--- src/rtl/dec_trigger_csr.sv ---
// dec_trigger_csr: tselect/tdata1/tdata2 trigger CSRs, hit qualification and trigger action pulse.
// Optional chaining of trigger pairs 0/1 and 2/3 is enabled by defining DEC_TRIGGER_CHAIN_EN.
package dec_trigger_pkg;
    typedef struct packed {
        logic        select;
        logic        match;
        logic        store;
        logic        load;
        logic        execute;
        logic        m;
        logic [31:0] tdata2;
    } trigger_pkt_t;
endpackage

module dec_trigger_csr
    import dec_trigger_pkg::*;
#(
    parameter int         NTRIG   = 4,
    parameter logic [5:0] MASKMAX = 6'h1F
) (
    input  logic                   clk,
    input  logic                   rst_l,
    input  logic                   csr_wen,
    input  logic [11:0]            csr_addr,
    input  logic [31:0]            csr_wrdata,
    output logic [31:0]            csr_rddata,
    input  logic                   dbg_mode,
    input  logic [NTRIG-1:0]       i0_trigger_hit,
    input  logic [NTRIG-1:0]       i1_trigger_hit,
    output trigger_pkt_t [NTRIG-1:0] trigger_pkt_any,
    output logic                   trigger_dbg_req,
    output logic                   trigger_brk_req,
    output logic [NTRIG-1:0]       trigger_fired
);
`ifdef DEC_TRIGGER_CHAIN_EN
    localparam logic CHAIN_EN = 1'b1;
`else
    localparam logic CHAIN_EN = 1'b0;
`endif

    logic [1:0]             tselect;
    logic [NTRIG-1:0]       dmode, hit, sel, action, mt, m, exe, st, ld;
    logic [1:0]             chain;
    logic [NTRIG-1:0][31:0] tdata2;
    logic [NTRIG-1:0]       q0, fire;
    logic                   locked, wr_tsel, wr_td1, wr_td2, new_dmode, chain_rd, unused;

    // A chained pair fires together only when both members match.
    function automatic logic [3:0] qual(input logic [3:0] r, input logic [1:0] c);
        qual[0] = r[0] & (~c[0] | r[1]);
        qual[1] = c[0] ? r[0] & r[1] : r[1];
        qual[2] = r[2] & (~c[1] | r[3]);
        qual[3] = c[1] ? r[2] & r[3] : r[3];
    endfunction

    assign q0        = qual(i0_trigger_hit, chain);
    assign fire      = |q0 ? q0 : qual(i0_trigger_hit | i1_trigger_hit, chain);
    assign locked    = dmode[tselect] & ~dbg_mode;
    assign wr_tsel   = csr_wen & (csr_addr == 12'h7A0) & (csr_wrdata[31:2] == 30'b0);
    assign wr_td1    = csr_wen & (csr_addr == 12'h7A1) & ~locked;
    assign wr_td2    = csr_wen & (csr_addr == 12'h7A2) & ~locked;
    assign new_dmode = dbg_mode ? csr_wrdata[27] : dmode[tselect];
    assign chain_rd  = ~tselect[0] & chain[tselect[1]];
    assign unused    = ^{csr_wrdata[31:28], csr_wrdata[26:21], csr_wrdata[18:16], csr_wrdata[5:3]};

    always_comb begin
        csr_rddata = 32'b0;
        if (csr_addr == 12'h7A0)
            csr_rddata = {30'b0, tselect};
        else if (csr_addr == 12'h7A1)
            csr_rddata = {4'd2, dmode[tselect], MASKMAX, hit[tselect], sel[tselect], 3'b0,
                          3'b0, action[tselect], chain_rd, 3'b0, mt[tselect], m[tselect],
                          3'b0, exe[tselect], st[tselect], ld[tselect]};
        else if (csr_addr == 12'h7A2)
            csr_rddata = tdata2[tselect];
    end

    // Execute/load/store matching is suppressed while the core sits in debug mode.
    always_comb begin
        for (int i = 0; i < NTRIG; i++)
            trigger_pkt_any[i] = '{select: sel[i], match: mt[i], store: st[i] & ~dbg_mode,
                                   load: ld[i] & ~dbg_mode, execute: exe[i] & ~dbg_mode,
                                   m: m[i], tdata2: tdata2[i]};
    end

    always_ff @(posedge clk or negedge rst_l) begin
        if (!rst_l) begin
            tselect         <= '0;
            dmode           <= '0;
            hit             <= '0;
            sel             <= '0;
            action          <= '0;
            chain           <= '0;
            mt              <= '0;
            m               <= '0;
            exe             <= '0;
            st              <= '0;
            ld              <= '0;
            tdata2          <= '0;
            trigger_dbg_req <= 1'b0;
            trigger_brk_req <= 1'b0;
            trigger_fired   <= '0;
        end else begin
            if (wr_tsel)
                tselect <= csr_wrdata[1:0];
            hit <= hit | fire;
            // A tdata1 write overrides a same-cycle hit on the selected trigger.
            if (wr_td1) begin
                dmode[tselect]  <= new_dmode;
                hit[tselect]    <= csr_wrdata[20];
                sel[tselect]    <= csr_wrdata[19];
                action[tselect] <= (csr_wrdata[15:12] == 4'd1) & new_dmode;
                mt[tselect]     <= csr_wrdata[10:7] == 4'd1;
                m[tselect]      <= csr_wrdata[6];
                exe[tselect]    <= csr_wrdata[2];
                st[tselect]     <= csr_wrdata[1];
                ld[tselect]     <= csr_wrdata[0];
                if (!tselect[0])
                    chain[tselect[1]] <= csr_wrdata[11] & CHAIN_EN;
            end
            if (wr_td2)
                tdata2[tselect] <= csr_wrdata;
            trigger_dbg_req <= |(fire & action);
            trigger_brk_req <= |fire & ~|(fire & action);
            trigger_fired   <= fire;
        end
    end
endmodule

--- config.mk ---
export PLATFORM = sky130hd
export DESIGN_NAME = dec_trigger_csr
export DESIGN_NICKNAME = d
export VERILOG_FILES = /design/src/rtl/dec_trigger_csr.sv
export SDC_FILE = /design/constraint.sdc
export NUM_CORES = 1
export LEC_CHECK = 0
export ABC_AREA = 1
export CAP_MARGIN = 20
export CORE_MARGIN = 2
export CORE_UTILIZATION = 51
export CTS_CLUSTER_DIAMETER = 200
export DETAILED_ROUTE_END_ITERATION = 16
export PLACE_DENSITY_LB_ADDON = 0.25
export SYNTH_ARGS = -nofsm -noshare
export SYNTH_HDL_FRONTEND = slang
export SYNTH_SLANG_ARGS = --single-unit
--- constraint.sdc ---
create_clock -name clk -period 3.15 [get_ports clk]
set_clock_uncertainty 0.2 [all_clocks]
set_input_delay 0.315 -clock clk [delete_from_list [all_inputs] [get_ports clk]]
set_output_delay 0.315 -clock clk [all_outputs]
set_load 0.02 [all_outputs]
### Word level (Yosys, flattened, before mapping)

Index checks and enable logic that the tools add are counted.

* bits in registers: 174
* bits of input ports: 56
* output and inout port bits: 190
* word-level logic and storage cells: 127

* order comparisons: 4
* equality and inequality tests: 5
* multiplexer cells: 48
* bitwise logic cells: 44
* reduce and logical (&&, ||, !) cells: 8

Operator list (count)
* $mux 32: 5
* $bwmux 128: 1
* $bmux 32 s2: 1
* $demux 32 s2: 1
* $bwmux 4: 9
* $eq 12x11->1 const B: 3
* $and 1x1->1: 30
* $logic_not 30->1: 1
* $bmux 1 s2: 9
* $mux 1: 18
* $reduce_or 4->1: 3
* $eq 4x1->1 const B: 2
* $mux 4: 2
* $or 4x4->4: 2
* $not 1->1: 5
* $and 4x4->4: 1
* $or 1x1->1: 4
* $lt 2x3->1 const B: 1
* $and 2x2->2: 1
* $demux 1 s2: 1
* $ge 2x1->1 const B: 1
* $logic_and 1x1->1: 2
* $lt 1x2->1 const B: 1
* $not 2->2: 1
* 4 further kinds: 4

### Depth between registers and ports, before layout

* depth after elaboration: 9
* gate-level depth with buffers: 12

### Worst setup path after synthesis

No wires, ideal clock.

* kind: register -> output
* start point: reg tselect[0]
* end point: out csr_rddata[11]
* arrival: 1.722 ns
* data required time: 2.635 ns
* setup slack: 0.913 ns
* stages on the path, launching flop included: 6
* cell sequence: dfrtp_1 nor2_1 buf_2 clkbuf_1 a22oi_1 o21ai_0

* word-level cells in the longest chain between the ends: 5

RTL lines
* start: declaration: RTL line 41 `logic [1:0] tselect;`
* start signal: assignment: RTL line 105 `tselect <= csr_wrdata[1:0];`
* $bmux 32 s2: RTL line 75 `csr_rddata = tdata2[tselect];`
* $mux 32 (implied by the code): RTL line 75
* $mux 32: RTL line 74 `else if (csr_addr == 12'h7A2)`
* $mux 32 (*): RTL line 70 `else if (csr_addr == 12'h7A1)`
* $mux 32 (*): RTL line 68 `if (csr_addr == 12'h7A0)`
* end: declaration: RTL line 26 `output logic [31:0] csr_rddata,`

Mark *: on every way between the ends. The rest lies on a longest branch, timed or not. The select of a mux whose other input is x is not followed.

### Worst setup path after layout

* start point: reg tselect[0]
* end point: out csr_rddata[20]

The elaborated chain is that of the path after synthesis.

==> results.json <==
{
  "status": "finished clean",
  "fin_nets": 1262,
  "gr-total-overflow": 0,
  "place_ws_ns": 0.03671,
  "syn_avg_cell_area_um2": 8.425,
  "synth_top_area_frac": 0.5355,
  "gp_congestion": 0.8536,
  "cts_buffers": 17,
  "fin_crit_ns": 3.076,
  "synthMuxAreaShare": 0,
  "yosysSeqAreaShare": 0.5355,
  "arrival_ns": 2.56,
  "placed_cells": 1398,
  "vias": 7884,
  "worst_slack_ns": 0.07400,
  "cp_slowest_cell": "clkdlybuf4s50_1",
  "crit_top_cell": "nand2_1",
  "fmax_mhz": 325.1,
  "area_growth_pct": 41.54,
  "clkSinkCount": 174,
  "synthAdderAreaFrac": 0,
  "sequentialPowerShare": 0.481,
  "antenna_found_initial": 0,
  "rsz0062_at_grt": "false",
  "grt_max_degree": 68,
  "cts.htree.levels": 4,
  "grt_use_total": 0.3136,
  "synthSimpleGateAreaFrac": 0.2452,
  "vdd_drop_max_mv": 0.3623,
  "holdWs_ns": 0.2359,
  "netlist_instances": 965,
  "synth_area_um2": 8130,
  "die-height_um": 130.3,
  "drc": 0,
  "wl_per_cell_um": 18.40,
  "p_leak_nw": 5.031,
  "cp-start-kind": "flip-flop",
  "drt_iter0_drc": 761,
  "finalSetupViolCount": 0,
  "grt_pass1_wl_um": 40100,
  "rows": 46,
  "grt_pass1_vias": 7356,
  "cts-root-buf": "clkbuf_16",
  "ant_nets": 0,
  "drive_above_1_share": 0.08210,
  "p_int_mw": 3.670,
  "crit_type": "flip-flop to primary output",
  "yosys-top-cells-area": "dfrtp_1 (54%), nand2_1 (17%), o21ai_0 (6.0%), o21ai_1 (2.8%), inv_1 (2.8%)",
  "ys_warn_count": 0,
  "required_ns": 2.63,
  "io_buffers": 245,
  "synth_xor_area_frac": 0,
  "cpPeakStageDelay_ns": 0.54,
  "fin_cells": 1434,
  "tightestPinTransition_ns": 0.5877,
  "drt-vias-per-instance": 5.498,
  "clkPwrFrac": 0.473,
  "ios": 246,
  "synth_compound_area_frac": 0.1514,
  "final_max_slew_viol_count": 0,
  "switchingPower_mw": 0.9950,
  "ys_ff_latch": 174,
  "num-fill-cells": 1224,
  "placed_area_um2": 10820,
  "maxSlewHeadroom": 0.6082,
  "hp-class": "input port to asynchronous set/reset pin",
  "p_sw_frac": 0.2133,
  "critPathMaxFanout": 7,
  "cp-end-kind": "primary output",
  "setup-tns-final_ns": 0,
  "finalHoldViolCount": 0,
  "dr.pass1.iters": 5,
  "n_antenna_cell": 0,
  "cts_tree": "done",
  "dp_hpwl_um": 18200,
  "die_area_um2": 16970,
  "cp_cell_sequence": "inv_1 -> nand2_1 -> clkinvlp_4 -> buf_4 -> nand2_1 -> nand4_1 -> nand2_1 -> o31ai_1 -> clkdlybuf4s50_1",
  "final_area_um2": 11510,
  "clk_path_buf_depth": 2,
  "post-route-period-util": 0.9765,
  "yosysTopAreaCell": "dfrtp_1",
  "initial_core_util": 0.5174,
  "drt_wl_total_um": 26380,
  "synth_cell_type_count": 36,
  "powerDensity_nw_per_um2": 405.4,
  "die_w_um": 130.3,
  "synth_nets": 1021,
  "clock_latency_ns": 0.43,
  "drv_cap": 0,
  "power_mw": 4.665,
  "core_area_um2": 15710,
  "p_comb_frac": 0.047,
  "clk_pin_slew_ns": 0.06,
  "synth_top_family_by_area": "simple AND/OR/NAND/NOR gates",
  "final_core_utilization": 0.7324
}
sequential cells by signal, summed over array words and instances (netlist names):
signal,flops
trigger_pkt_any,128
action,4
dmode,4
exe,4
hit,4
ld,4
m,4
mt,4
sel,4
st,4
trigger_fired,4
chain,2
tselect,2
trigger_brk_req,1
trigger_dbg_req,1
cells in the mapped netlist:
cell type	count
nand2_1	362
a21oi_1	8
o31ai_1	7
a31oi_1	9
o22ai_1	12
nand3_1	15
nand3_2	4
nor2_2	3
buf_4	4
buf_8	1
inv_2	3
buf_2	9
nand4_1	14
buf_6	11
a41oi_1	6
o21ai_0	98
nor3_1	2
nand3_4	5
o21ai_2	1
o21ai_1	46
inv_1	61
or2_2	5
nand2_2	1
clkbuf_1	26
nor3_2	1
a22oi_1	23
nand3b_1	1
nand2_4	2
nor2_1	34
dfrtp_1	174
nor3_4	1
nand4_2	1
nor4_1	3
a31o_2	6
nor2_4	5
and2_0	1
power by group through the flow:
stage / registers (mW) / logic (mW) / clock network, mW
finish: 2.24 / 0.217 / 2.21
global route: 2.24 / 0.239 / 2.31
CTS: 2.24 / 0.218 / 2.22
detailed placement: 2.28 / 0.216 / 0
global placement: 2.28 / 0.214 / 0
floorplan: 2.29 / 0.0473 / 0
worst max-delay path: cells and delay by family, from the launching register on:
family | cells | cell delay [ns]
DFF | 1 | 0.44
buffers and inverters | 4 | 1.12
and+or+nand+nor | 4 | 0.50
AOI/OAI and AO/OA | 1 | 0.07
worst paths after layout:
check	slack [ns]	end	startpoint	cells past startpoint
setup / recovery	0.07	csr_rddata[20]	tselect[0]	9
hold / removal	0.24	sel[1]	rst_l	2
setup reg to reg	0.36	trigger_pkt_any[19]	tselect[0]	11
hold reg to reg	0.30	ld[3]	ld[3]	2
max in group asynchronous	1.49	trigger_pkt_any[84]	rst_l	3
min in group clk	0.29	tselect[0]	csr_wrdata[0]	3
cell usage in the layout, fill, tap and decap left out, types with 2 or more instances in the layout:
cell type,n
nor2_1,33
nand2_4,2
o21ai_0,98
a22oi_1,23
o21ai_1,46
a21oi_1,8
clkbuf_1,2
clkinvlp_4,3
a31oi_1,9
nor3_1,2
a41oi_1,6
nand3_1,15
a31o_2,6
dlymetal6s2s_1,5
inv_2,3
nor2_4,6
nand2_1,362
nand3_4,5
inv_1,58
nor4_1,3
buf_6,2
or2_2,5
clkdlybuf4s50_1,239
nor2_2,3
buf_4,18
buf_12,8
o31ai_1,7
clkbuf_16,17
bufinv_16,4
dfrtp_1,173
nand3_2,4
clkinv_2,4
o22ai_1,12
nand4_1,14
layout make-up:
cell class                 instances  area [um^2]  share of cell area
clock buffer                      20        446.7             0.03882
clock inverter                    11        165.2             0.01435
inverter                          64        255.2             0.02218
multi-input combinational        676         3232              0.2809
sequential                       174         4355              0.3785
tap                              216        270.3             0.02349
timing repair buffer             273         2783              0.2418
per-layer routing:
layer  vias to the layer above  global-route usage  wire length, um
li1                       3662                   -                -
met1                      3764              0.4165            10690
met2                       406              0.4943            12460
met3                        52             0.09061             2552
met4                         0              0.1132              681
met5                         -                   0                0
kinds of logic (layout without fill, tap and decap cells):
group,Yosys count,count (layout)
AND/OR/NAND/NOR,460,460
AO/OA/AOI/OAI,216,216
flip-flops,174,174
buffers and inverters,115,368
repair_timing:
| item | in CTS | in global routing |
|---|---|---|
| endpoints found under the hold margin | 62 | 0 |
| cloned | 0 | 0 |
| endpoints found under the setup margin | 20 | 13 |
| setup buffers | 3 | 1 |
| resized for setup | 5 | 8 |
| hold buffers | 1 | 0 |
Power figures use the tool's default switching activity.
